**src/rtl/fetch_pkg.sv**
```systemverilog
// Shared types and constants for the RV32I instruction fetch stage.
package fetch_pkg;

  localparam int XLEN = 32;
  localparam logic [XLEN-1:0] PC_INC = 32'd4;

  typedef enum logic [1:0] {
    REQ   = 2'd0,
    WAIT  = 2'd1,
    HOLD  = 2'd2,
    DRAIN = 2'd3
  } fetch_state_e;

  typedef struct packed {
    logic [XLEN-1:0] instr;
    logic [XLEN-1:0] pc;
    logic [XLEN-1:0] pc_next;
  } fetch_slot_t;

endpackage

```
**src/rtl/fetch_skid_reg.sv**
```systemverilog
// One-entry holding register for a fetch response that lands while IF/ID is stalled.
module fetch_skid_reg
  import fetch_pkg::*;
(
  input  logic        clk,
  input  logic        rst,
  input  logic        load,
  input  logic        drop,
  input  fetch_slot_t d,
  output logic        valid,
  output fetch_slot_t q
);

  // Capture on load; drop (pop or flush) empties the entry.
  always_ff @(posedge clk or posedge rst) begin
    if (rst) begin
      valid <= 1'b0;
      q     <= '0;
    end else if (drop) begin
      valid <= 1'b0;
    end else if (load) begin
      valid <= 1'b1;
      q     <= d;
    end
  end

endmodule

```
**src/rtl/instr_fetch_unit.sv**
```systemverilog
// IF stage: owns the PC, issues single-outstanding imem requests and feeds IF/ID.
// Optional build macro FETCH_PERF_CNT_EN adds perf_fetched / perf_redirects counters.
// Note: resetn is active-high despite its name.
module instr_fetch_unit
  import fetch_pkg::*;
#(
  parameter logic [31:0] RESET_PC = 32'h0000_0000,
  parameter int          XLEN     = 32
)(
  input  logic            clk,
  input  logic            resetn,
  output logic            imem_req_valid,
  input  logic            imem_req_ready,
  output logic [XLEN-1:0] imem_req_addr,
  input  logic            imem_rsp_valid,
  input  logic [XLEN-1:0] imem_rsp_data,
  input  logic            redirect_valid,
  input  logic [XLEN-1:0] redirect_pc,
  input  logic            stall,
  output logic            instr_valid,
  output logic [XLEN-1:0] instruction_out,
  output logic [XLEN-1:0] pc_current_out,
  output logic [XLEN-1:0] pc_next_out
`ifdef FETCH_PERF_CNT_EN
  ,
  output logic [31:0]     perf_fetched,
  output logic [31:0]     perf_redirects
`endif
);

  logic            rst;
  fetch_state_e    state, state_nxt;
  logic [XLEN-1:0] pc, pc_plus4, redir_pc;
  fetch_slot_t     slot, skid_q;
  logic            slot_vld, slot_free, skid_vld;
  logic            req_issue, load_rsp, skid_load, skid_pop, pc_step;

  assign rst       = resetn;
  assign pc_plus4  = pc + PC_INC;
  assign redir_pc  = redirect_pc & ~32'h3;
  assign slot_free = !slot_vld || !stall;

  // State register.
  always_ff @(posedge clk or posedge rst) begin
    if (rst) state <= REQ;
    else     state <= state_nxt;
  end

  // Next-state: redirect always wins; WAIT with a stalled full slot parks in HOLD.
  always_comb begin
    state_nxt = state;
    case (state)
      REQ:   if (!redirect_valid && imem_req_ready) state_nxt = WAIT;
      WAIT: begin
        if (redirect_valid)      state_nxt = imem_rsp_valid ? REQ : DRAIN;
        else if (imem_rsp_valid) state_nxt = slot_free ? REQ : HOLD;
      end
      HOLD:  if (redirect_valid || !stall) state_nxt = REQ;
      DRAIN: if (imem_rsp_valid) state_nxt = REQ;
      default: state_nxt = REQ;
    endcase
  end

  // Per-state control strobes for the datapath.
  always_comb begin
    req_issue = (state == REQ) && !redirect_valid;
    load_rsp  = (state == WAIT) && imem_rsp_valid && !redirect_valid && slot_free;
    skid_load = (state == WAIT) && imem_rsp_valid && !redirect_valid && !slot_free;
    skid_pop  = (state == HOLD) && !redirect_valid && !stall && skid_vld;
    pc_step   = load_rsp || skid_load;
  end

  // Request is masked during reset so every output reads 0 immediately.
  assign imem_req_valid = req_issue && !rst;
  assign imem_req_addr  = pc;

  // PC: redirect target, otherwise advance once the response is accepted.
  always_ff @(posedge clk or posedge rst) begin
    if (rst)                 pc <= RESET_PC;
    else if (redirect_valid) pc <= redir_pc;
    else if (pc_step)        pc <= pc_plus4;
  end

  fetch_skid_reg u_skid (
    .clk   (clk),
    .rst   (rst),
    .load  (skid_load),
    .drop  (redirect_valid || skid_pop),
    .d     ('{instr: imem_rsp_data, pc: pc, pc_next: pc_plus4}),
    .valid (skid_vld),
    .q     (skid_q)
  );

  // Output slot: flush on redirect, refill from memory or skid, else hold/consume.
  always_ff @(posedge clk or posedge rst) begin
    if (rst) begin
      slot     <= '0;
      slot_vld <= 1'b0;
    end else if (redirect_valid) begin
      slot     <= '0;
      slot_vld <= 1'b0;
    end else if (load_rsp) begin
      slot     <= '{instr: imem_rsp_data, pc: pc, pc_next: pc_plus4};
      slot_vld <= 1'b1;
    end else if (skid_pop) begin
      slot     <= skid_q;
      slot_vld <= 1'b1;
    end else if (!stall) begin
      slot_vld <= 1'b0;
    end
  end

  assign instr_valid     = slot_vld;
  assign instruction_out = slot.instr;
  assign pc_current_out  = slot.pc;
  assign pc_next_out     = slot.pc_next;

`ifdef FETCH_PERF_CNT_EN
  // Slot loads and redirect cycles, free-running with natural wrap.
  always_ff @(posedge clk or posedge rst) begin
    if (rst) begin
      perf_fetched   <= '0;
      perf_redirects <= '0;
    end else begin
      if (load_rsp || skid_pop) perf_fetched   <= perf_fetched + 32'd1;
      if (redirect_valid)       perf_redirects <= perf_redirects + 32'd1;
    end
  end
`endif

endmodule

```
**config.mk**
```make
export PLATFORM = sky130hd
export DESIGN_NAME = instr_fetch_unit
export DESIGN_NICKNAME = d
export VERILOG_FILES = /design/src/rtl/fetch_pkg.sv /design/src/rtl/fetch_skid_reg.sv /design/src/rtl/instr_fetch_unit.sv
export SDC_FILE = /design/constraint.sdc
export NUM_CORES = 1
export LEC_CHECK = 0
export ABC_CLOCK_PERIOD_IN_PS = 6400
export CORE_MARGIN = 4
export CORE_UTILIZATION = 35
export CTS_CLUSTER_DIAMETER = 60
export DETAILED_ROUTE_END_ITERATION = 8
export MAX_ROUTING_LAYER = met4
export PLACE_DENSITY = 0.64
export SYNTH_ARGS = -nofsm -noshare
export SYNTH_HDL_FRONTEND = slang
export SYNTH_SLANG_ARGS = --single-unit
```
**constraint.sdc**
```tcl
create_clock -name clk -period 6.4 [get_ports clk]
set_input_delay 0.96 -clock clk [delete_from_list [all_inputs] [get_ports clk]]
set_output_delay 0.96 -clock clk [all_outputs]
set_load 0.03 [all_outputs]
```
# ---- Word level (Yosys, flattened, before mapping)
# Cells that the tools add are included.
dict set report totals {
  in_bits 70
  elab_cells 64
  ff_bits 228
}
dict set report classes {
  reduce_logical 25
  add_sub_neg 1
  bitwise 1
  mux 19
  eq_ne 8
}
# operator count
set op_table {}
lappend op_table {{96-bit two-way mux} 3}
lappend op_table {{32-bit two-way mux} 2}
lappend op_table {{32-bit by 3-bit adder with 32-bit output, second input constant} 1}
lappend op_table {{2-bit two-way mux} 7}
lappend op_table {{1-bit logical AND} 10}
lappend op_table {{2-bit case mux with 4 select lines} 1}
lappend op_table {{1-bit two-way mux} 6}
lappend op_table {{2-bit inequality test, second input constant} 3}
lappend op_table {{1-bit logical NOT} 5}
lappend op_table {{2-bit == test, second input constant} 2}
lappend op_table {{1-bit logical OR} 4}
lappend op_table {{4-bit by 2-bit inequality test with 1-bit output, second input constant} 1}
lappend op_table {{4-bit AND reduction} 1}
lappend op_table {{2-bit nonzero test} 2}
lappend op_table {{3-bit inequality test, second input constant} 1}
lappend op_table {{3-bit nonzero test} 1}
lappend op_table {{2-bit by 1-bit == test with 1-bit output, second input constant} 1}
lappend op_table {{2-bit logical NOT} 1}
lappend op_table {{2-bit AND reduction} 1}
lappend op_table {{1-bit NOT} 1}

# ---- Longest topological paths before layout
dict set report depth {
  depth_word 7
  depth_mapped 9
  ltp_nobuf 6
}

# ---- Hierarchy
# A second synthesis with hierarchy kept.
dict set report hier_totals {
  hier_cells 909
  area_unflattened_um2 10359.9
}
# mod area_per_inst_um2 cells_per_inst n_inst
set modules_own_cells {}
lappend modules_own_cells {instr_fetch_unit 6545.0 701 1}
lappend modules_own_cells {fetch_skid_reg 3814.9 208 1}

# ---- Least setup slack after synthesis
# OpenSTA, ideal clock, no wires.
dict set report synth_path {
  path_kind {input -> output}
  from {in redirect_valid}
  to {out imem_req_valid}
  cell_stages 4
  arrival_ps 2521
  path_buffers 3
  slack_ps 2919
  cell_sequence {buf_2 > clkbuf_1 > clkbuf_1 > nor4_1}
}
dict set report synth_via {
  elab_chain_cells 3
}
# element line_no
set synth_rtl {}
lappend synth_rtl {{start, declared} instr_fetch_unit.sv:17} ;# input logic redirect_valid,
lappend synth_rtl {{1-bit logical NOT} instr_fetch_unit.sv:66} ;# req_issue = (state == REQ) && !redirect_valid;
lappend synth_rtl {{1-bit logical AND} instr_fetch_unit.sv:66}
lappend synth_rtl {{1-bit logical AND} instr_fetch_unit.sv:74} ;# assign imem_req_valid = req_issue && !rst;
lappend synth_rtl {{end, declared} instr_fetch_unit.sv:12} ;# output logic imem_req_valid,
# No other way between the ends.

# ---- Worst setup path after layout
# Same ends and word-level chain as after synthesis.

==> results.cfg <==
[outcome]
status = finished, final reports clean

[grt]
grt_antenna_before_repair = 2
grt_pass1_wl_mm = 46.1
grt_overflow = 0
grt_usage_pct = 17.7
first_global_vias = 8010
grt_max_degree = 169

[final_layout]
finalNonFillerCells = 1673
fin_area_sq_um = 13200
final_core_utilization_pct = 45.8
nets = 1339
drive_gt1_share_pct = 5.21
area_growth_syn_to_layout_pct = 28.5
nFillCells = 2852

[hold_path]
min_path_type = flop to flop

[power_and_ir_drop]
intPower_mw = 2.61
ir_drop_mv = 0.183
switching_power_mw = 0.995
powerDensity_nw_per_um2 = 273
p_seq_share_pct = 44.3
p_leak_nw = 5.60
swShare_pct = 27.6
clockPowerShare_pct = 41.1
combPwrFrac_pct = 14.7

[sta]
finalMaxSlewViolations = 0
rsz0062_at_grt = false
tightest_slew_ns = 1.03
fin_skew_ns = 0.0183
period_needed_ns = 3.63
setup_viol = 0
fin_crit_sh_pct = 56.8
fin_tns_setup_ns = 0
layout_setup_ws_ns = 2.77
max_slew_margin_pct = 31.1
finalHoldViolations = 0
clock.fmax_mhz = 275

[placed_design]
place_congestion = 0.778
io_buffers = 195
dpl_worst_slack_ns = 2.41
dpl_cell_area_sq_um = 12300
dp.cells = 1624
dp_hpwl_mm = 18.1

[clock_tree]
cts_tree = yes
cts_made_buffers = 26
clock_path_buffers = 3
clockRootBuffer = clkbuf_16
ctsHoldBuffers = 0
post_cts_buffers = 0
cts_sinks = 219
cts_resized = 0
htree_levels = 1
clk_pin_slew_ns = 0.06
clk_latency_ns = 0.53

[logic_synthesis]
synth.avg_cell_area_sq_um = 8.98
ys_seq_elements = 219
synth_area_sq_um = 10300
synthFlopType = dfrtp_1
synth_edf_count = 0
synth_cells = 1146
yosysUniqueCellTypes = 43
synth_seq_area_share_pct = 53.3
async_flop_share_pct = 100
synth_warnings = 0

[detailed_routing]
drtIter0Drc = 587
ant_nets = 0
vias_per_cell = 4.97
wl_per_cell_um = 17.1
first_pass_iters = 5
vias = 8308
routed_wl_mm = 28.6
drc = 0

[setup_path]
required_ns = 5.44
endpoint_kind = primary output
cp-start-kind = input pin
critPathKind = input pin to primary output
crit_path_max_fanout = 70
worstPathArrival_ns = 2.67

[flow_run]
drv_cap = 0

[floorplanning]
placementRows = 62
die_y_um = 179
die_area_sq_um = 32200
start_util_pct = 35.6
coreArea_sq_um = 28900
io_pins = 200
fp.dieW_um = 179
-- cells in the mapped netlist (6+ instances only) --
| library cell | n | share of area, % |
|---|---|---|
| a211oi_1 | 24 | 1.8 |
| a21oi_1 | 86 | 4.2 |
| buf_1 | 6 | 0.22 |
| buf_2 | 24 | 1.2 |
| buf_4 | 10 | 0.73 |
| clkbuf_1 | 72 | 2.6 |
| dfrtp_1 | 219 | 53 |
| nand2_1 | 326 | 12 |
| nand3_1 | 14 | 0.68 |
| nand4_1 | 17 | 1.0 |
| nor2_1 | 21 | 0.77 |
| nor3_1 | 13 | 0.63 |
| nor3b_1 | 84 | 6.1 |
| nor4_1 | 6 | 0.36 |
| o21ai_0 | 110 | 5.4 |
| o21ai_1 | 12 | 0.58 |
| xnor2_1 | 32 | 2.7 |
| xor2_1 | 25 | 2.1 |
-- worst paths after layout --
| kind | slack, ns | cells past startpoint | end | start |
|---|---|---|---|---|
| max in group asynchronous | 3.90 | 4 | instruction_out[29] | resetn |
| worst min-delay path | 0.47 | 2 | u_skid.q[72] | u_skid.q[72] |
| worst min register to register | 0.47 | 2 | u_skid.q[72] | u_skid.q[72] |
| min in group asynchronous | 1.10 | 3 | imem_req_addr[19] | resetn |
| worst max-delay path | 2.77 | 3 | imem_req_valid | redirect_valid |
| worst max register to register | 3.41 | 6 | pc_next_out[26] | state[0] |
-- logic make-up after synthesis --
group / count (synthesis) / synth area share, %
DFF: 219 / 53.3
xor gates and xnor gates: 57 / 4.85
adders and majority gates: 1 / 0.122
buffers and inverters: 118 / 5.04
other: 1 / 0.0365
and+or+nand+nor: 507 / 23.8
AOI/OAI and AO/OA: 242 / 12.8
muxes: 1 / 0.0973
-- layer usage --
metal / global-route usage, % / share of wire (%)
met5: - / 0
met4: 3.35 / 1.3
met3: 3.82 / 5.8
met2: 26.1 / 44
met1: 25.5 / 49
-- cell usage in the layout (no fill, tap or decap), types with 2 or more instances in the layout --
| cell type | Yosys | layout |
|---|---|---|
| conb_1 | 1 | 2 |
| o21ai_0 | 110 | 110 |
| xor2_1 | 25 | 25 |
| and2_1 | 2 | 2 |
| diode_2 | 0 | 2 |
| dfrtp_1 | 219 | 219 |
| nand4_1 | 17 | 17 |
| and3_1 | 3 | 2 |
| a21oi_1 | 86 | 86 |
| a221o_1 | 4 | 4 |
| clkbuf_1 | 72 | 6 |
| clkbuf_16 | 0 | 27 |
| or2_2 | 3 | 3 |
| nor2b_1 | 3 | 3 |
| buf_4 | 10 | 11 |
| xnor2_1 | 32 | 32 |
| nand2_1 | 326 | 326 |
| a222oi_1 | 2 | 2 |
| nor4_1 | 6 | 6 |
| clkbuf_8 | 0 | 7 |
| inv_1 | 5 | 4 |
| nor4_4 | 3 | 3 |
| a211oi_1 | 24 | 24 |
| nor2_1 | 21 | 21 |
| clkinv_2 | 0 | 3 |
| clkdlybuf4s50_1 | 0 | 194 |
| nand3_1 | 14 | 14 |
| nor3_1 | 13 | 13 |
| a22oi_1 | 2 | 2 |
| nor3b_1 | 84 | 84 |
| o21ai_1 | 12 | 12 |
-- power by group through the flow --
stage	clock, mW	combinational [mW]	sequential (mW)
2_1_floorplan	0	0.233	1.68
4_1_cts	1.52	0.536	1.59
3_5_place_dp	0	0.533	1.62
6_report	1.48	0.528	1.59
5_1_grt	1.58	0.575	1.61
3_3_place_gp	0	0.526	1.61
-- sequential cells by signal, summed over array words and instances (netlist names) --
| name | count |
|---|---|
| imem_req_addr | 30 |
| pc_current_out | 31 |
| pc_next_out | 30 |
| u_skid.valid | 1 |
| instr_valid | 1 |
| state | 2 |
| u_skid.q | 92 |
| instruction_out | 32 |
-- metrics by stage --
step	power (mW)	hold WS [ns]
final	3.60	0.475
after global routing	3.76	0.485
after CTS	3.65	0.478
after detailed placement	2.15	0.463
after global placement	2.14	0.458
after floorplan	1.91	0.446
-- critical path, cell delays in order --
cell and delay (ns):
buf_4 0.35, nor4_1 0.57, clkdlybuf4s50_1 0.77
-- area by class of cell --
cell class / count / area, sq um / share of cell area [%]
multi-input cells: 810 / 4310 / 32.6
diodes: 2 / 5.00 / 0.0379
repair buffers: 206 / 2040 / 15.5
inverters: 5 / 22.5 / 0.170
clock buffers: 40 / 795 / 6.01
flip-flops and latches: 219 / 5480 / 41.5
well taps: 384 / 480 / 3.64
clock inverters: 7 / 73.8 / 0.559
No activity file was read; power rests on OpenSTA's default activity.
==> RTL edit: new RTL, config.mk and constraints unchanged <==
`XLEN` is set to 32 in 2 places; all go to 64.
--- a/src/rtl/fetch_pkg.sv
+++ b/src/rtl/fetch_pkg.sv
@@ -3,3 +3,3 @@
 
-  localparam int XLEN = 32;
+  localparam int XLEN = 64;
   localparam logic [XLEN-1:0] PC_INC = 32'd4;
--- a/src/rtl/instr_fetch_unit.sv
+++ b/src/rtl/instr_fetch_unit.sv
@@ -7,3 +7,3 @@
   parameter logic [31:0] RESET_PC = 32'h0000_0000,
-  parameter int          XLEN     = 32
+  parameter int          XLEN     = 64
 )(
Ports: changed (6 resized); port bits go from 200 to 392. The function was not compared with the original's and may differ.
==> RTL edit against the unedited design <==
  * Utilization increased by 0.21 points
  * Non-clock buffer count increased by 202
  * Setup slack improved by 0.069 ns
  * Final area increased by 96%
  * Power increased by 100%
  * Synthesized area increased by 93%
  * Routed wire length increased by 130%
  * Sequential cell count increased by 224
==> RTL edit: results (changes against the unedited design) <==
status completed; Clock Skews 0.0302 ns (+0.0119 ns); Area contributors post-synth dfrtp_1, nand2_1, a22oi_1; Total GRT Usage 21.4% (+3.7 points); largest fanout on the critical path 10 (-86%); Skew-Pair Late Insertion Delay 0.60 ns (+0.07 ns); H-tree levels 2 (+1); Synth cell types 47 (+9.3%); port bufs 387 (+98%); crit path max-delay cell type nor3_1; Hold Startpoint instruction_out[37]; Avg Cell Area, Syn 9.07 µm² (+1.1%); first-pass GRT wire length 99500 µm (+120%); Leakage 11.6 nW (+110%); reg-to-reg critical path startpoint imem_req_addr[2]; FF-to-FF setup slack 2.84 ns (-0.57 ns); fin cells 3260 (+95%); number of flip-flops under the largest register name 188 (+100%); Worst Reg-to-Reg Cells 7 (+1); placed cell count 3162 (+95%); DP HPWL 43600 µm (+140%); sequential area share after synthesis 55.7% (+2.4 points); peak supply drop 0.000175 V (-4.6%); largest net degree at the start of global routing 195 (+15%); Critical Path Max Stage Delay 0.88 ns (+0.11 ns); number of fill cells 5377 (+89%); GPL Wtd Cong 0.918 (+18%); vias in the first global route 16600 (+110%); DRT iter0 DRCs 1331 (+130%); Layout Nets 2594 (+94%); antenna violations before repair 5 (+3); Avg WL per Cell 19.8 µm (+16%); Vias/cell 5.17 (+4.0%)
-- RTL edit: cell families after synthesis --
group / after synthesis / share of synthesized area [%]
fa+ha+maj: 1 / 0.0629
simple gates: 1029 / 22.3
mux: 2 / 0.101
xor+xnor: 120 / 5.28
buf+inv: 201 / 4.16
other cells: 1 / 0.0188
compound gates: 396 / 12.3
flops: 443 / 55.7
-- RTL edit: per-stage QoR --
stage	hold WS [ns]	TNS, ns	setup WS, ns	cell area, µm²
after floorplan	0.446	-242.41	-0.547	19900
after global placement	0.448	0	2.29	24200
after detailed placement	0.454	0	2.23	24200
after CTS	0.466	0	2.88	25900
after global routing	0.486	0	2.57	25900
final	0.465	0	2.84	25900
-- RTL edit: power breakdown --
group | leakage, nW | switching [mW] | internal [mW]
combinational | 4.74 | 0.635 | 0.419
sequential | 5.98 | 0.221 | 3.03
clock | 0.866 | 1.21 | 1.86
-- RTL edit: routing by layer --
layer | up-vias | wire length, µm | GRT usage, %
met5 | - | 0 | -
li1 | 7900 | - | -
met3 | 118 | 5240 | 6.09
met2 | 582 | 28200 | 30.7
met4 | 0 | 1910 | 6.46
met1 | 8241 | 29300 | 29.6
-- RTL edit: area by class of cell --
class	count	area (µm²)	share of cell area, %
clock inverters	19	280	1.08
repair buffers	408	4090	15.8
clock buffers	74	1480	5.72
inverters	5	22.5	0.0868
multi-input cells	1550	8020	30.9
well taps	756	946	3.65
diodes	5	12.5	0.0482
flip-flops and latches	443	11100	42.7
-- RTL edit: worst max-delay path by stage --
| stage | slack [ns] | startpoint | depth (start not counted) | end |
|---|---|---|---|---|
| after floorplan | -0.55 | resetn | 1 | imem_req_addr[10] |
| after global placement | 2.29 | redirect_valid | 8 | pc_next_out[51] |
| after detailed placement | 2.23 | redirect_valid | 8 | pc_next_out[53] |
| after CTS | 2.88 | redirect_valid | 8 | pc_next_out[53] |
| after global routing | 2.57 | redirect_valid | 8 | pc_next_out[54] |
| final | 2.84 | imem_req_addr[2] | 7 | u_skid.q[48] |
-- RTL edit: critical path: cells and delay by family, from the launching register on --
| family | cells | cell delay (ns) |
|---|---|---|
| simple gates | 4 | 1.86 |
| flops | 1 | 0.63 |
| xor+xnor | 1 | 0.39 |
| fa+ha+maj | 1 | 0.36 |
| compound gates | 1 | 0.14 |
